<file path="config.mk">
export PLATFORM = sky130hd
export DESIGN_NAME = pll_phase_ctl
export DESIGN_NICKNAME = d
export VERILOG_FILES = /design/src/rtl/clk_pkg.sv /design/src/rtl/pll_lock_qual.sv /design/src/rtl/pll_phase_ctl.sv
export SDC_FILE = /design/constraint.sdc
export NUM_CORES = 1
export LEC_CHECK = 0
export CORE_MARGIN = 4
export CORE_UTILIZATION = 37
export DETAILED_ROUTE_END_ITERATION = 12
export DONT_BUFFER_PORTS = 1
export PLACE_DENSITY = 0.6
export SKIP_CTS_REPAIR_TIMING = 1
export SKIP_LAST_GASP = 1
export SLEW_MARGIN = 15
export SYNTH_ARGS = -nofsm -noshare
export SYNTH_HDL_FRONTEND = slang
export SYNTH_HIERARCHICAL = 1
export SYNTH_SLANG_ARGS = --single-unit
</file>
<file path="constraint.sdc">
create_clock -name clk -period 1.9 [get_ports clk]
set_input_delay 0.57 -clock clk [delete_from_list [all_inputs] [get_ports clk]]
set_output_delay 0.57 -clock clk [all_outputs]
set_load 0.05 [all_outputs]
</file>
<file path="src/rtl/clk_pkg.sv">
// clk_pkg: shared clock-block types, PHASESEL channel codes and helpers.
package clk_pkg;
  typedef enum logic [2:0] {IDLE, SETUP, STEP_HI, STEP_LO, LOAD, SETTLE} state_t;
  localparam logic [1:0] CLKOP  = 2'd0;
  localparam logic [1:0] CLKOS  = 2'd1;
  localparam logic [1:0] CLKOS2 = 2'd2;
  localparam logic [1:0] CLKOS3 = 2'd3;
  function automatic int imax(input int a, input int b);
    return a > b ? a : b;
  endfunction
endpackage

</file>
<file path="src/rtl/pll_lock_qual.sv">
// pll_lock_qual: synchronises PLL LOCK, qualifies it over LOCK_CYC cycles,
// drives the downstream reset and counts lock losses.
module pll_lock_qual
  import clk_pkg::*;
#(
  parameter int LOCK_CYC = 1024
) (
  input  logic       clk,
  input  logic       rst,
  input  logic       pll_locked,
  output logic       rst_out,
  output logic       lock_ok,
  output logic [7:0] lock_lost_cnt
);
  localparam int LW = $clog2(LOCK_CYC + 1);
  localparam logic [LW-1:0] LMAX = LW'(LOCK_CYC);
  logic          s1_q, lk_q;
  logic [LW-1:0] cnt_q, cnt_d;
  logic          rst_out_q, rst_out_d;
  logic [7:0]    lost_q, lost_d;
  logic          qual;
  assign qual = cnt_q == LMAX;
  // s1_q is the value lk takes at this edge, so the counter follows lk directly
  always_comb begin
    cnt_d     = !s1_q ? '0 : (qual ? cnt_q : cnt_q + 1'b1);
    rst_out_d = !qual;
    lost_d    = (lk_q && !s1_q && qual && lost_q != 8'hff) ? lost_q + 8'd1 : lost_q;
  end
  always_ff @(posedge clk or posedge rst)
    if (rst) begin
      s1_q      <= 1'b0;
      lk_q      <= 1'b0;
      cnt_q     <= '0;
      rst_out_q <= 1'b1;
      lost_q    <= '0;
    end else begin
      s1_q      <= pll_locked;
      lk_q      <= s1_q;
      cnt_q     <= cnt_d;
      rst_out_q <= rst_out_d;
      lost_q    <= lost_d;
    end
  assign rst_out       = rst_out_q;
  assign lock_ok       = !rst_out_q;
  assign lock_lost_cnt = lost_q;
endmodule

</file>
<file path="src/rtl/pll_phase_ctl.sv">
// pll_phase_ctl: sequences ECP5 EHXPLLL dynamic phase-shift pins on request
// and qualifies PLL lock for the downstream system reset.
module pll_phase_ctl
  import clk_pkg::*;
#(
  parameter int NCH       = 4,
  parameter int STEPW     = 8,
  parameter int SETUP_CYC = 4,
  parameter int PULSE_CYC = 4,
  parameter int LOCK_CYC  = 1024
) (
  input  logic             clk,
  input  logic             rst,
  input  logic             pll_locked,
  input  logic             req_valid,
  output logic             req_ready,
  input  logic [1:0]       req_ch,
  input  logic             req_dir,
  input  logic [STEPW-1:0] req_steps,
  output logic [1:0]       phasesel,
  output logic             phasedir,
  output logic             phasestep,
  output logic             phaseloadreg,
  output logic             busy,
  output logic             done,
  output logic             err,
  output logic             rst_out,
  output logic [7:0]       lock_lost_cnt
);
  localparam int TW = $clog2(imax(SETUP_CYC, PULSE_CYC) + 1);
  localparam logic [TW-1:0] S_END = TW'(SETUP_CYC - 1);
  localparam logic [TW-1:0] P_END = TW'(PULSE_CYC - 1);
  state_t           state_q, state_d;
  logic [TW-1:0]    cnt_q, cnt_d;
  logic [STEPW-1:0] rem_q, rem_d;
  logic [1:0]       phasesel_q, phasesel_d;
  logic             phasedir_q, phasedir_d;
  logic             phasestep_q, phasestep_d;
  logic             phaseloadreg_q, phaseloadreg_d;
  logic             busy_q, busy_d, done_q, done_d, err_q, err_d;
  logic             lock_ok, accept, bad_ch, start, last;
  pll_lock_qual #(.LOCK_CYC(LOCK_CYC)) u_lock (
    .clk          (clk),
    .rst          (rst),
    .pll_locked   (pll_locked),
    .rst_out      (rst_out),
    .lock_ok      (lock_ok),
    .lock_lost_cnt(lock_lost_cnt)
  );
  assign req_ready = state_q == IDLE && lock_ok;
  assign accept    = req_valid && req_ready;
  assign bad_ch    = 32'(req_ch) >= NCH;
  assign start     = accept && !bad_ch && req_steps != '0;
  assign last      = cnt_q == ((state_q == SETUP || state_q == SETTLE) ? S_END : P_END);
  always_ff @(posedge clk or posedge rst)
    if (rst) begin
      state_q        <= IDLE;
      cnt_q          <= '0;
      rem_q          <= '0;
      phasesel_q     <= '0;
      phasedir_q     <= 1'b0;
      phasestep_q    <= 1'b0;
      phaseloadreg_q <= 1'b0;
      busy_q         <= 1'b0;
      done_q         <= 1'b0;
      err_q          <= 1'b0;
    end else begin
      state_q        <= state_d;
      cnt_q          <= cnt_d;
      rem_q          <= rem_d;
      phasesel_q     <= phasesel_d;
      phasedir_q     <= phasedir_d;
      phasestep_q    <= phasestep_d;
      phaseloadreg_q <= phaseloadreg_d;
      busy_q         <= busy_d;
      done_q         <= done_d;
      err_q          <= err_d;
    end
  always_comb begin
    state_d = state_q;
    rem_d   = rem_q;
    cnt_d   = (state_q == IDLE || last) ? '0 : cnt_q + 1'b1;
    case (state_q)
      IDLE:    if (start) begin
                 state_d = SETUP;
                 rem_d   = req_steps;
               end
      SETUP:   if (last) state_d = STEP_HI;
      STEP_HI: if (last) state_d = STEP_LO;
      STEP_LO: if (last) begin
                 rem_d   = rem_q - 1'b1;
                 state_d = rem_q == STEPW'(1) ? LOAD : STEP_HI;
               end
      LOAD:    if (last) state_d = SETTLE;
      SETTLE:  if (last) state_d = IDLE;
      default: state_d = IDLE;
    endcase
  end
  // pin outputs are registered images of the next state
  always_comb begin
    phasesel_d     = start ? req_ch : phasesel_q;
    phasedir_d     = start ? req_dir : phasedir_q;
    phasestep_d    = state_d == STEP_HI;
    phaseloadreg_d = state_d == LOAD;
    busy_d         = state_d != IDLE;
    done_d         = (state_q == SETTLE && state_d == IDLE) || (accept && !bad_ch && req_steps == '0);
    err_d          = accept && bad_ch;
  end
  assign phasesel     = phasesel_q;
  assign phasedir     = phasedir_q;
  assign phasestep    = phasestep_q;
  assign phaseloadreg = phaseloadreg_q;
  assign busy         = busy_q;
  assign done         = done_q;
  assign err          = err_q;
endmodule

</file>
==> key figures, run 1 <==
Outcome
  – Status: finished, final reports clean

Timing
  – RSZ-0062 raised after global routing: false
  – Final hold violation count: 0
  – Slack of the critical path: 0.0389 ns
  – TNS Setup: 0 ns
  – Final Skew: 0.00481 ns
  – Highest clock rate: 537 MHz
  – Final Setup Violations: 0
  – Max-slew violation count: 0
  – Hold_ws: 0.200 ns
  – Minimum clock period: 1.86 ns
  – Fin crit share: 98.0%

Cells and area
  – Syn-to-layout area delta: 13.8%
  – Commonest non-fill, non-tap cells in the layout: 42 x dfrtp_1, 24 x buf_4, 12 x nand2_1
  – Antenna fix cells: 0
  – Layout Cells excl Fill: 315
  – Commonest non-fill, non-tap cell in the layout: dfrtp_1
  – Share of layout cells above drive strength 1: 21.3%
  – Layout Nets: 262
  – Core Util, Final: 43.7%

GRT
  – Total GRT Usage: 13.4%
  – Antenna violations before repair: 0
  – Vias in the first global route: 1,621
  – First-pass GRT wire length: 7950 um
  – Gr ovfl total: 0
  – Largest net degree at the start of global routing: 23

Clock tree
  – Inserted Clock Buffers: 5
  – Number of H-tree levels: 2
  – CTS Sinks: 43
  – CTS root buf: clkbuf_8
  – CTS tree: done
  – Maximum clock insertion buffer count: 2
  – Clock latency on the worst-skew pair: 0.29 ns
  – Clk slew on worst S/H paths: 0.08 ns

Detailed routing
  – DRT iter0 DRCs: 143
  – DR vias: 1,730
  – DR pass1 iterations: 4
  – DRC: 0
  – Vias per cell: 5.49
  – Remaining antenna violation count: 0
  – WL/cell: 15.4 um
  – WL final: 4860 um

Synth
  – Sequential element share of the synthesized area: 46.8%
  – EDFF count, synth: 0
  – FFs w/ async S/R, synth: 100%
  – Yosys cell types: 55
  – Ys flop type: dfrtp_1
  – Post-synth net total: 240
  – Mapped cell area: 0.00230 sq mm
  – Synth Register Bits: 43
  – YS warnings: 6
  – Mapped Cells: 218
  – Post-synthesis average cell area: 10.6 sq um

Floorplan
  – Die X-Extent: 86.9 um
  – Site Rows: 28
  – DIE AREA: 0.00754 sq mm
  – Ports: 33
  – Die height: 86.9 um
  – Core area: 0.00599 sq mm
  – Initial Utilization: 38.4%

Critical path
  – CP Launch Type: flip-flop
  – CP endpoint kind: output pin
  – CP required: 1.33 ns
  – Worst Setup Path Type: reg2out
  – Data arrival, critical path: 1.29 ns
  – Max FO, Critical Path: 2

Power and ir drop
  – Peak supply drop: 0.309 mV
  – PD cells: 602 mW/mm^2
  – Leakage: 1.19 nW

Placement
  – Dpl ws: -0.0729 ns
  – Routability cong.: 0.805
  – Port buffer count: 0
  – Placed cell count: 304
  – Dpl hpwl: 3540 um

Run
  – Max-cap viol count: 0

Hold path
  – Hold Crit Class: in2async
-- cell usage after synthesis (2+ instances only) --
cell type  instances  area share, %
nand2_1           12            2.0
inv_1              8            1.3
nor2b_1            5            1.4
xor2_1             7            2.7
o21ai_0            6            1.3
a31oi_1            5            1.4
nor4_1             3           0.82
xnor2_1            6            2.3
mux2i_1            2           0.87
o211ai_1           5            1.6
nor3b_1            3           0.98
nor3_1             9            2.0
nor2_1            10            1.6
clkbuf_1           5           0.82
and2_1            10            2.7
a22oi_1            6            2.0
buf_6              2           0.98
nand4_1            4            1.1
a21oi_1           10            2.2
dfrtp_1           42             46
o32ai_1            2           0.76
or4_4              2           0.98
nand2b_1           3           0.82
ha_1               7            3.8
and4_1             2           0.76
mux2_2             3            1.5
nor4_4             2            1.8
nand3_1           10            2.2
-- stage by stage --
stage	power [W]	area, sq um
after floorplan	0.000991	2300
after global placement	0.00101	2500
after detailed placement	0.00101	2500
after CTS	0.00160	2580
after global routing	0.00164	2620
final	0.00158	2620
-- final cells by class --
cell class                 count  area [sq um]
clock buffer                   6          82.6
clock inverter                 1          5.00
fill                         574          3370
inverter                       8          30.0
multi-input combinational    157          1140
sequential                    43          1080
tap                           75          93.8
timing repair buffer          25           191
-- path summary, 6_finish.rpt --
path,startpoint,to,slack [ns],cells past startpoint
worst max-delay path,state_q[2],req_ready,0.04,2
worst min-delay path,rst,u_lock/cnt_q[1],0.20,2
worst max register to register,u_lock/cnt_q[6],u_lock/lock_lost_cnt[1],0.19,4
worst min register to register,cnt_q[0],cnt_q[0],0.44,1
max in group asynchronous,rst,u_lock/rst_out,1.42,2
min in group clk,pll_locked,u_lock/s1_q,0.30,0
-- per-layer routing --
metal  GRT usage [%]  wire length, um  vias to the layer above
met5               0                0                        -
met2            20.6             2260                       44
li1                -                -                      840
met1            18.0             2180                      838
met4            4.53              117                        0
met3            3.78              297                        8
-- worst max-delay path: stages, from the launching register on --
cell	delay [ns]
dfrtp_1	0.42
nor4b_4	0.36
buf_6	0.23
-- flip-flops by register name (all words and copies together) (netlist names), 2 cells and up --
register              cells
state_q                   3
phasesel                  2
u_lock/cnt_q             11
rem_q                     8
cnt_q                     3
u_lock/lock_lost_cnt      8
-- where the power goes --
part / switching (W) / internal [W]
sequential: 0.00000923 / 0.000923
combinational: 0.0000380 / 0.0000175
clock: 0.000303 / 0.000285
total: 0.000350 / 0.00123
-- cells by family after synthesis --
kind of cell / after synthesis / synth area share [%]
compound gates: 43 / 12.9
xor+xnor: 13 / 4.95
fa+ha+maj: 7 / 3.81
buf+inv: 18 / 3.81
flops: 43 / 46.8
mux: 6 / 2.83
other cells: 1 / 0.163
simple gates: 87 / 24.7
(Power assumes the default switching activity.)
==> inputs of run 2 (changes only) <==
Settings changed: CORE_UTILIZATION 37 to 45, PLACE_DENSITY 0.6 to 0.69.
Clock period 1.9 ns to 2.2 ns, I/O delays scaled along.
==> run 2 against run 1 <==
Clock skew is 0.0028 ns lower. Clock-buffer cell count down 1. Wire length decreased by 9.6%. Hold slack better by 0.073 ns. Sequential share of layout area rose by 0.60 points. Cell count shrank 4.8%. First-iteration DRC count shrank 57%. Die area fell by 16%. Critical endpoint unchanged. Largest cell class unchanged. Largest power group unchanged.
==> key figures, run 2 (synthesis gave the netlist of run 1 again) <==
Detailed routing
  – Vias per cell: 5.55 (+1.1%)
  – DRC: 0 (unchanged)
  – DR pass1 iterations: 4 (unchanged)
  – WL/cell: 14.6 um (-5.0%)
  – DR vias: 1,666 (-3.7%)
  – WL final: 4390 um (-9.6%)
  – DRT iter0 DRCs: 62 (-57%)
  – Remaining antenna violation count: 0 (unchanged)

Clock tree
  – Clk slew on worst S/H paths: 0.08 ns (about the same)
  – Inserted Clock Buffers: 5 (unchanged)
  – CTS root buf: clkbuf_8
  – Maximum clock insertion buffer count: 2 (unchanged)
  – Number of H-tree levels: 2 (unchanged)
  – CTS Sinks: 43 (unchanged)
  – Clock latency on the worst-skew pair: 0.29 ns (about the same)
  – CTS tree: done

GRT
  – Vias in the first global route: 1,697 (+4.7%)
  – First-pass GRT wire length: 7640 um (-3.9%)
  – Antenna violations before repair: 0 (unchanged)
  – Total GRT Usage: 15.5% (+2.1 points)
  – Largest net degree at the start of global routing: 23 (unchanged)
  – Gr ovfl total: 0 (unchanged)

Critical path
  – Data arrival, critical path: 1.46 ns (+0.17 ns)
  – CP delay by family, top: flip-flops
  – Worst Setup Path Type: reg2out
  – CP Launch Type: flip-flop
  – FF-to-FF path depth: 6 (+2)
  – Slowest CP cell: dfrtp_1
  – CP required: 1.54 ns (+0.21 ns)
  – Cell Chain, Critical Path: nor4b_4 -> buf_4
  – Reg-to-reg startpoint: state_q[1]
  – CP bufs+invs: 1 (unchanged)
  – Crit. path cell count: 2 (unchanged)
  – Slowest cell delay on critical path: 0.53 ns (+0.11 ns)
  – Critical Path Start: state_q[1]
  – CP endpoint kind: output pin
  – Max FO, Critical Path: 12 (+10)

Timing
  – Hold_ws: 0.273 ns (+0.0729 ns)
  – Final Skew: 0.00205 ns (-0.00277 ns)
  – Final Setup Violations: 0 (unchanged)
  – Final hold violation count: 0 (unchanged)
  – Fin crit share: 96.6%
  – Minimum clock period: 2.12 ns
  – Max-slew violation count: 0 (unchanged)
  – Highest clock rate: 471 MHz

Floorplan
  – DIE AREA: 0.00632 sq mm (-16%)
  – Core area: 0.00485 sq mm (-19%)
  – Die X-Extent: 79.5 um (-8.5%)
  – Die height: 79.5 um (-8.5%)
  – Initial Utilization: 47.5% (+9.0 points)
  – Site Rows: 25 (-11%)
  – Ports: 33 (unchanged)

Cells and area
  – Sequential Area: 0.00108 sq mm (unchanged)
  – Max reg flops: 11 (unchanged)
  – Antenna fix cells: 0 (unchanged)
  – Layout Nets: 255 (-2.7%)
  – Multi-input logic area: 0.00114 sq mm (-0.22%)
  – Commonest non-fill, non-tap cells in the layout: 42 x dfrtp_1, 17 x buf_4, 12 x nand2_1
  – Fill cells: 439 (-24%)
  – Layout Cells excl Fill: 300 (-4.8%)
  – Final instance area: 0.00258 sq mm (-1.4%)
  – Syn-to-layout area delta: 12.2%
  – Largest reg by FF count: u_lock/cnt_q
  – Share of layout cells above drive strength 1: 18.5% (-2.8 points)
  – Commonest non-fill, non-tap cell in the layout: dfrtp_1

Placement
  – Dpl hpwl: 3160 um (-11%)
  – Port buffer count: 0 (unchanged)
  – Routability cong.: 0.781 (-3.0%)
  – Placed cell area: 0.00247 sq mm (-1.2%)
  – Placed cell count: 292 (-3.9%)

Outcome
  – Status: finished, final reports clean

Power and ir drop
  – Peak supply drop: 0.363 mV (+17%)
  – PD cells: 562 mW/mm^2 (-6.5%)
  – Leakage: 1.15 nW (-3.8%)
  – Tot Pwr: 0.00145 W (-7.9%)

Hold path
  – Hold Crit Class: in2async

Run
  – Max-cap viol count: 0 (unchanged)
run 2: cell types whose count changed in the layout (fill, tap and decap cells not counted), sizes merged:
cell      previous run  this run
bufinv               0         1
clkinv               1         0
clkinvlp             0         1
buf                 25        18
clkbuf               6         5
run 2: power by group:
group	switching [W]	total [W]	internal, W	leakage, nW
clock	0.000269	0.000600	0.000332	0.0502
combinational	0.0000292	0.0000435	0.0000143	0.559
sequential	0.0000108	0.000808	0.000797	0.537
total	0.000309	0.00145	0.00114	1.15
run 2: layout make-up:
class	instances	share of cell area, %
repair buffers	18	5.72
clock buffers	5	2.67
well taps	67	3.25
multi-input cells	157	44.0
flip-flops and latches	43	41.7
clock inverters	2	1.45
inverters	8	1.16
run 2: worst paths after layout:
path | slack, ns | endpoint
min reg2reg | 0.45 | cnt_q[0]
max in group asynchronous | 1.64 | u_lock/rst_out
max reg2reg | 0.39 | rem_q[1]
min in group clk | 0.39 | u_lock/s1_q
max | 0.08 | req_ready
min | 0.27 | rem_q[5]
run 2: layer usage:
layer | share of wire [%] | up-vias | GRT usage [%]
met2 | 47 | 42 | 25.5
met4 | 1.3 | 0 | 4.98
li1 | - | 820 | -
met1 | 45 | 797 | 18.3
met5 | 0 | - | 0
met3 | 6.9 | 7 | 6.09
run 2: through the flow:
stage          setup WS (ns)  util (%)   TNS, ns
2_1_floorplan          0.169         -         0
6_report              0.0752      53.2         0
4_1_cts              -0.0143      53.1   -0.0143
5_1_grt             -0.00382      53.2  -0.00382
3_3_place_gp           0.139      50.9         0
3_5_place_dp           0.104      50.9         0
==> inputs of run 3 (changes only) <==
Settings changed: CTS_CLUSTER_SIZE from default to 20, RECOVER_POWER from default to 50.
Clock period 2.2 ns to 2.05 ns, I/O delays scaled along.
==> run 3 against run 2 <==
Flip-flop and latch count unchanged. Setup slack better by 0.12 ns. Total power up 6.7%. Die area unchanged. Wire length up 2.6%. Sequential share of layout area down 0.081 points. Critical path depth unchanged. Sequential power up 7.3%. Clock-buffer cell count up 1. Non-clock buffer count unchanged. Largest cell class unchanged. Largest power group unchanged.
==> key figures, run 3 (synthesis gave the netlist of run 1 again) <==
Critical path
  – CP endpoint kind: output pin
  – Reg-to-reg startpoint: rem_q[0]
  – Worst r2r dst: rem_q[4]
  – CP required: 1.43 ns (-0.11 ns)
  – Data arrival, critical path: 1.23 ns (-0.23 ns)
  – Reg2Reg Setup Slack: 0.33 ns (-0.06 ns)
  – Worst Setup Path Type: reg2out
  – Max FO, Critical Path: 3 (-9)
  – CP Launch Type: flip-flop
  – FF-to-FF path depth: 5 (-1)

Floorplan
  – Core area: 0.00485 sq mm (unchanged)
  – Initial Utilization: 47.5% (unchanged)
  – Die X-Extent: 79.5 um (unchanged)
  – DIE AREA: 0.00632 sq mm (unchanged)
  – Site Rows: 25 (unchanged)
  – Ports: 33 (unchanged)
  – Die height: 79.5 um (unchanged)

Timing
  – Fin crit share: 90.2%
  – Max_slew headroom: 21.5%
  – Final hold violation count: 0 (unchanged)
  – Final Skew: 0.00436 ns (+0.00231 ns)
  – RSZ-0062 raised after global routing: false
  – Max-slew violation count: 0 (unchanged)
  – Minimum clock period: 1.85 ns
  – TNS Setup: 0 ns (unchanged)
  – Highest clock rate: 541 MHz
  – Final Setup Violations: 0 (unchanged)
  – Worst slew pin tran: 1.18 ns

Cells and area
  – Commonest non-fill, non-tap cells in the layout: 42 x dfrtp_1, 15 x buf_4, 12 x nand2_1
  – Share of layout cells above drive strength 1: 17.6% (-0.86 points)
  – Commonest non-fill, non-tap cell in the layout: dfrtp_1
  – Layout Cells excl Fill: 300 (unchanged)
  – Largest reg by FF count: u_lock/cnt_q
  – Antenna fix cells: 0 (unchanged)
  – Multi-input logic area: 0.00114 sq mm (unchanged)
  – Sequential Area: 0.00108 sq mm (unchanged)
  – Max reg flops: 11 (unchanged)
  – Fill cells: 434 (-1.1%)
  – Layout Nets: 255 (unchanged)
  – Syn-to-layout area delta: 12.4%

Hold path
  – HP Start: pll_locked
  – Worst hold endpoint: u_lock/s1_q
  – Hold depth: 0
  – Hold Crit Class: in2reg

Detailed routing
  – WL final: 4510 um (+2.6%)
  – Remaining antenna violation count: 0 (unchanged)
  – WL met1: 2110 um (+7.9%)
  – DR vias: 1,641 (-1.5%)
  – DRT iter0 DRCs: 80 (+29%)
  – Metal2 WL: 2090 um (+0.58%)
  – WL/cell: 15.0 um (+2.6%)
  – Vias per cell: 5.47 (-1.5%)
  – Routed wl met3: 260 um (-15%)
  – DR pass1 iterations: 4 (unchanged)
  – Top Metal Used: met4
  – DRC: 0 (unchanged)

Placement
  – Routability cong.: 0.765 (-2.1%)
  – Placed cell count: 293 (+0.34%)
  – Dpl hpwl: 3160 um (+0.19%)
  – Port buffer count: 0 (unchanged)

Clock tree
  – Number of H-tree levels: 2 (unchanged)
  – CTS Sinks: 43 (unchanged)
  – Inserted Clock Buffers: 5 (unchanged)
  – CTS tree: done
  – CTS root buf: clkbuf_8
  – Clk slew on worst S/H paths: 0.08 ns (about the same)
  – Clock latency on the worst-skew pair: 0.29 ns (about the same)
  – Maximum clock insertion buffer count: 2 (unchanged)

Outcome
  – Status: finished, final reports clean

Power and ir drop
  – PD cells: 599 mW/mm^2 (+6.5%)
  – Leakage: 1.14 nW (-0.23%)
  – Peak supply drop: 0.401 mV (+10%)

GRT
  – Antenna violations before repair: 0 (unchanged)
  – First-pass GRT wire length: 7870 um (+3.1%)
  – Vias in the first global route: 1,716 (+1.1%)
  – Gr ovfl total: 0 (unchanged)
  – Total GRT Usage: 15.9% (+0.42 points)
  – Largest net degree at the start of global routing: 23 (unchanged)

Run
  – Max-cap viol count: 0 (unchanged)
-- run 3: cell types whose count changed in the layout (fill, tap and decap cells not counted) --
cell / before / now
clkbuf_1: 0 / 2
clkinvlp_4: 1 / 0
and2_0: 0 / 2
buf_4: 17 / 15
and2_1: 10 / 8
buf_12: 1 / 2
-- run 3: critical path, stage by stage (launching register included) --
cell     delay [ns]
dfrtp_1        0.41
nor4b_4        0.34
buf_12         0.19
-- run 3: metrics by stage --
stage	hold slack (ns)	power, W	util (%)	cell area, sq um	setup slack, ns
after detailed placement	0.440	0.000930	51.3	2490	0.0187
after CTS	0.234	0.00157	53.4	2590	0.188
after global placement	0.430	0.000929	51.3	2490	0.0375
after floorplan	0.413	0.000919	-	2300	0.0186
final	0.345	0.00155	53.3	2590	0.200
after global routing	0.323	0.00161	53.3	2590	0.155
-- run 3: report_power, final --
part	switching (W)	leakage [nW]	total (W)	internal (W)
sequential	0.0000120	0.537	0.000867	0.000855
combinational	0.0000309	0.556	0.0000440	0.0000131
clock	0.000281	0.0513	0.000638	0.000357
-- run 3: final cells by class --
type	count	area share, %
sequential	43	41.7
multi-input combinational	157	43.9
clock buffer	6	2.81
inverter	8	1.16
timing repair buffer	18	6.05
clock inverter	1	1.16
tap	67	3.24
-- run 3: per-layer routing --
metal / global-route usage (%) / up-vias
li1: - / 818
met1: 19.8 / 788
met2: 26.2 / 29
met3: 5.42 / 6
met4: 4.12 / 0
met5: 0 / -
-- run 3: worst max path at each step --
| stage | from | to | depth (start not counted) |
|---|---|---|---|
| floorplan | u_lock/rst_out | rem_q[4] | 6 |
| global placement | req_steps[5] | rem_q[6] | 4 |
| detailed placement | req_steps[5] | rem_q[7] | 4 |
| CTS | state_q[1] | req_ready | 2 |
| global route | state_q[1] | req_ready | 2 |
| finish | state_q[1] | req_ready | 2 |
